==> src/rtl/ad9228_tx_gearbox.sv <==
// AD9228 transmit gearbox: packs DATA_WIDTH samples into an MSB-first
// OUT_WIDTH byte stream with a per-byte sample-start marker (fco_out).
module ad9228_tx_gearbox #(
  parameter int DATA_WIDTH = 12,
  parameter int OUT_WIDTH  = 8,
  localparam int BUF_WIDTH = 2 * DATA_WIDTH,
  localparam int LW        = $clog2(BUF_WIDTH + 1)
) (
  input  logic                  data_in_clk,
  input  logic                  rstn,
  input  logic                  sync_clr,
  input  logic [DATA_WIDTH-1:0] data_in,
  input  logic                  data_in_valid,
  output logic                  data_in_ready,
  output logic [OUT_WIDTH-1:0]  data_out,
  output logic                  data_valid_out,
  output logic [OUT_WIDTH-1:0]  fco_out,
  output logic [LW-1:0]         level
);

  localparam logic [1:0] S_IDLE = 2'd0;
  localparam logic [1:0] S_ACC  = 2'd1;
  localparam logic [1:0] S_OUT  = 2'd2;

  localparam logic [LW-1:0] OW_L    = LW'(OUT_WIDTH);
  localparam logic [LW-1:0] DW_L    = LW'(DATA_WIDTH);
  localparam logic [LW-1:0] RDY_MAX = LW'(BUF_WIDTH - DATA_WIDTH);

  logic [BUF_WIDTH-1:0] sr_q, sr_d;
  logic [BUF_WIDTH-1:0] mk_q, mk_d;
  logic [BUF_WIDTH-1:0] sr_sh, mk_sh, keep_m;
  logic [LW-1:0]        lvl_q, lvl_d, ld;
  logic [OUT_WIDTH-1:0] dout_q, dout_d;
  logic [OUT_WIDTH-1:0] fco_q, fco_d;
  logic                 dv_q, dv_d;
  logic [1:0]           st_q, st_d;
  logic                 emit, accept;

  always_comb begin
    emit   = (st_q == S_OUT);
    ld     = emit ? lvl_q - OW_L : lvl_q;
    data_in_ready = (ld <= RDY_MAX);
    accept = data_in_valid && data_in_ready;
    sr_sh  = sr_q >> (lvl_q - OW_L);
    mk_sh  = mk_q >> (lvl_q - OW_L);
    keep_m = ~({BUF_WIDTH{1'b1}} << ld);

    dout_d = dout_q;
    fco_d  = fco_q;
    dv_d   = 1'b0;
    if (emit) begin
      dout_d = sr_sh[OUT_WIDTH-1:0];
      fco_d  = mk_sh[OUT_WIDTH-1:0];
      dv_d   = 1'b1;
    end

    // Drained bits are masked off so nothing above the new level survives
    sr_d  = sr_q & keep_m;
    mk_d  = mk_q & keep_m;
    lvl_d = ld;
    if (accept) begin
      sr_d  = {sr_d[BUF_WIDTH-DATA_WIDTH-1:0], data_in};
      mk_d  = {mk_d[BUF_WIDTH-DATA_WIDTH-1:0],
               1'b1, {(DATA_WIDTH-1){1'b0}}};
      lvl_d = ld + DW_L;
    end

    st_d = S_IDLE;
    unique case (1'b1)
      (lvl_d == '0):                  st_d = S_IDLE;
      (lvl_d != '0 && lvl_d < OW_L):  st_d = S_ACC;
      (lvl_d >= OW_L):                st_d = S_OUT;
      default:                        st_d = S_IDLE;
    endcase
  end

  always_ff @(posedge data_in_clk or negedge rstn) begin
    if (!rstn) begin
      sr_q   <= '0;
      mk_q   <= '0;
      lvl_q  <= '0;
      st_q   <= S_IDLE;
      dout_q <= '0;
      fco_q  <= '0;
      dv_q   <= 1'b0;
    end else if (sync_clr) begin
      sr_q   <= '0;
      mk_q   <= '0;
      lvl_q  <= '0;
      st_q   <= S_IDLE;
      dout_q <= '0;
      fco_q  <= '0;
      dv_q   <= 1'b0;
    end else begin
      sr_q   <= sr_d;
      mk_q   <= mk_d;
      lvl_q  <= lvl_d;
      st_q   <= st_d;
      dout_q <= dout_d;
      fco_q  <= fco_d;
      dv_q   <= dv_d;
    end
  end

  assign data_out       = dout_q;
  assign fco_out        = fco_q;
  assign data_valid_out = dv_q;
  assign level          = lvl_q;

endmodule
==> config.mk <==
export PLATFORM = sky130hd
export DESIGN_NAME = ad9228_tx_gearbox
export DESIGN_NICKNAME = d
export VERILOG_FILES = /design/src/rtl/ad9228_tx_gearbox.sv
export SDC_FILE = /design/constraint.sdc
export NUM_CORES = 1
export LEC_CHECK = 0
export BUFFER_PORTS_ARGS = -buffer_cell sky130_fd_sc_hd__buf_2
export CAP_MARGIN = 20
export CORE_MARGIN = 1
export CORE_UTILIZATION = 46
export CTS_CLUSTER_DIAMETER = 80
export DETAILED_ROUTE_END_ITERATION = 10
export MAX_ROUTING_LAYER = met4
export SLEW_MARGIN = 20
export SYNTH_ARGS = -nofsm -noshare
export SYNTH_HDL_FRONTEND = slang
export SYNTH_SLANG_ARGS = --single-unit
==> constraint.sdc <==
create_clock -name data_in_clk -period 4.9 [get_ports data_in_clk]
set_input_delay 0.98 -clock data_in_clk [delete_from_list [all_inputs] [get_ports data_in_clk]]
set_output_delay 0.98 -clock data_in_clk [all_outputs]
set_load 0.05 [all_outputs]
==> flow_metrics.py <==
metrics = {
    "outcome": {
        "status": "complete, no violations",
    },
    "drt": {
        "drt-initial-drc-count": 234,
        "vias": 2841,
        "wire_per_inst_microns": 19.32,
        "drcViolationCount": 0,
        "via_per_inst": 5.931,
        "drtPass1Iterations": 4,
        "wl_microns": 9255,
        "ant_nets": 0,
    },
    "sta": {
        "slew_headroom_pct": 38.38,
        "fin_worst_skew_ns": 0.009043,
        "fin_crit_sh_pct": 66.49,
        "finalSetupViolations": 0,
        "period_minus_slack_ns": 3.258,
        "tns_ns": 0,
        "whs_ns": 0.5125,
        "fin_ws_ns": 1.642,
        "max_clock_freq_mhz": 306.9,
        "tightest_slew_ns": 0.9243,
        "rsz0062_at_grt": "false",
        "drv_slew": 0,
        "timing.final.hold_violations": 0,
    },
    "yosys": {
        "ys_seq_area_share_pct": 46.93,
        "synthArstFlopShare_pct": 100.0,
        "syn_area_sq_um": 3732,
        "syn_avg_cell_area_sq_um": 10.95,
        "ys.flop_type": "dfrtp_1",
        "synth.area.top_cells": "dfrtp_1, mux2i_1, mux4_2, a32o_1, a22o_1",
        "yosys.area.top_type": "dfrtp_1",
        "synth_seq_cells": 70,
        "ys_warn_count": 0,
        "synth_cells": 341,
        "synth-edff-count": 0,
        "synth_top_area_share_pct": 46.93,
        "synth.distinct_cells": 51,
    },
    "global_routing": {
        "grt-ovfl-total": 0,
        "antenna_found_initial": 0,
        "grt_max_degree": 51,
        "grt_usage_pct": 23.93,
        "grt_pass1_wl_microns": 14850,
        "grt_pass1_vias": 2643,
    },
    "worst_hold_path": {
        "hp-class": "flip-flop to flip-flop",
    },
    "clocking": {
        "cts_resized": 0,
        "cts_max_level": 3,
        "clk_latency_ns": 0.35,
        "cts_tree": "done",
        "path_clk_slew_ns": 0.07,
        "postCtsHoldBufs": 0,
        "cts-root-buf": "clkbuf_8",
        "cts_sinks": 70,
        "cts_buffer_depth": 2,
        "cts_buffers": 9,
        "cts_setup_buffers": 0,
    },
    "setup_path": {
        "worstPathRequired_ns": 3.92,
        "cp-start-kind": "flip-flop",
        "path_class": "flip-flop to output pin",
        "crit_fanout": 24,
        "cp.arrival_ns": 2.28,
        "critPathCaptureType": "output pin",
    },
    "pwr": {
        "p_seq_share_pct": 28.7,
        "vdd_ir_drop_max_v": 0.0003071,
        "power.internal_uw": 1441,
        "combPwrFrac_pct": 52.4,
        "clkPwrFrac_pct": 18.9,
        "p_sw_uw": 1319,
        "netSwitchingFraction_pct": 47.79,
        "powerDensity_nw_per_um2": 655.6,
        "leakagePower_uw": 0.001912,
    },
    "final_layout": {
        "fin_area_sq_um": 4209,
        "area_delta_synth_final_pct": 12.77,
        "final_cell_mix": "dfrtp_1, mux2i_1, buf_2",
        "layout-drive-gt1-share_pct": 22.02,
        "post-route-util_pct": 54.19,
        "layout_commonest_cell": "dfrtp_1",
        "diodes": 0,
        "nNetsFinal": 393,
    },
    "floorplanning": {
        "pin_count": 39,
        "dieArea_sq_um": 8478,
        "die_h_microns": 92.08,
        "initial_core_util_pct": 48.05,
        "core_area_sq_um": 7767,
        "num_rows": 32,
        "die_width_microns": 92.08,
    },
    "place": {
        "hpwl_microns": 6238,
        "post_dp_cell_area_sq_um": 3984,
        "numPortBuffers": 36,
        "place_worst_setup_slack_ns": 2.044,
        "gp_congestion": 0.8394,
    },
    "flow_run": {
        "maxCapViolations": 0,
    },
}
## kinds of logic (layout without fill, tap and decap cells)
| logic type | Yosys count | after routing | share of synthesized area, % |
|---|---|---|---|
| multiplexers | 42 | 42 | 13.31 |
| other | 1 | 2 | 0.1005 |
| buffers and inverters | 37 | 72 | 4.593 |
| AO/OA/AOI/OAI | 92 | 92 | 19.04 |
| AND/OR/NAND/NOR | 92 | 92 | 13.38 |
| adder cells (fa/ha/maj) | 5 | 5 | 1.676 |
| XOR/XNOR | 2 | 2 | 0.9723 |
| flip-flops | 70 | 70 | 46.93 |
## synth_stat cells, drive strengths merged, types with 3 or more instances
| cell type | n |
|---|---|
| a31oi | 3 |
| nor2b | 5 |
| and2 | 5 |
| inv | 11 |
| nor3b | 8 |
| nor2 | 24 |
| mux4 | 6 |
| nand2b | 10 |
| clkbuf | 10 |
| o21ai | 19 |
| a211o | 3 |
| nand3b | 5 |
| dfrtp | 70 |
| mux2i | 35 |
| a32o | 11 |
| a211oi | 5 |
| a22oi | 3 |
| a31o | 6 |
| nand2 | 11 |
| nor3 | 13 |
| o2bb2ai | 7 |
| a21oi | 10 |
| a22o | 12 |
| buf | 16 |
| ha | 5 |
| and3 | 7 |
## power by group through the flow
stage / logic [uW] / registers [uW] / clock network, uW
finish: 1450 / 793 / 521
global route: 1550 / 808 / 553
CTS: 1440 / 792 / 528
floorplan: 927 / 953 / 0
global placement: 1440 / 799 / 0
detailed placement: 1440 / 803 / 0
## registers in the layout (all words and copies together), names as in the netlist
name / flops
data_out: 8
st_q: 2
sr_q: 24
fco_out: 8
data_valid_out: 1
level: 3
mk_q: 24
## worst paths after layout
check	slack, ns	startpoint	to	depth (start not counted)
worst min register to register	0.51	sr_q[2]$_DFF_PN0_	sr_q[14]$_DFF_PN0_	1
max in group asynchronous	3.49	rstn	sr_q[19]$_DFF_PN0_	2
worst min-delay path	0.51	sr_q[2]$_DFF_PN0_	sr_q[14]$_DFF_PN0_	1
worst max register to register	2.03	st_q[0]$_DFF_PN0_	level[2]$_DFF_PN0_	8
min in group asynchronous	0.64	rstn	fco_out[6]$_DFFE_PN0P_	1
worst max-delay path	1.64	level[4]$_DFF_PN0_	data_in_ready	4
## routing by layer
metal  global-route usage [%]  wire [microns]
met3                    3.234             512
met1                    35.22            4498
met5                        -               0
met4                    8.203             130
met2                    33.89            4114
## final cells by class
type | count | area, sq um
fillers | 726 | 3558
multi-input cells | 235 | 1815
flip-flops and latches | 70 | 1752
repair buffers | 45 | 250.2
clock buffers | 10 | 137.6
well taps | 102 | 127.6
clock inverters | 6 | 85.08
inverters | 11 | 41.29
## critical path: stages (launching register included)
cell and delay [ns]:
dfrtp_1 0.89, nand4bb_1 0.37, o21a_1 0.24, o22ai_1 0.14
buf_2 0.29
## stage by stage
step	power, uW	cells
floorplan	1880	342
global placement	2237	463
detailed placement	2243	463
CTS	2764	479
global route	2916	479
finish	2759	479
No activity file was read; power rests on OpenSTA's default activity.
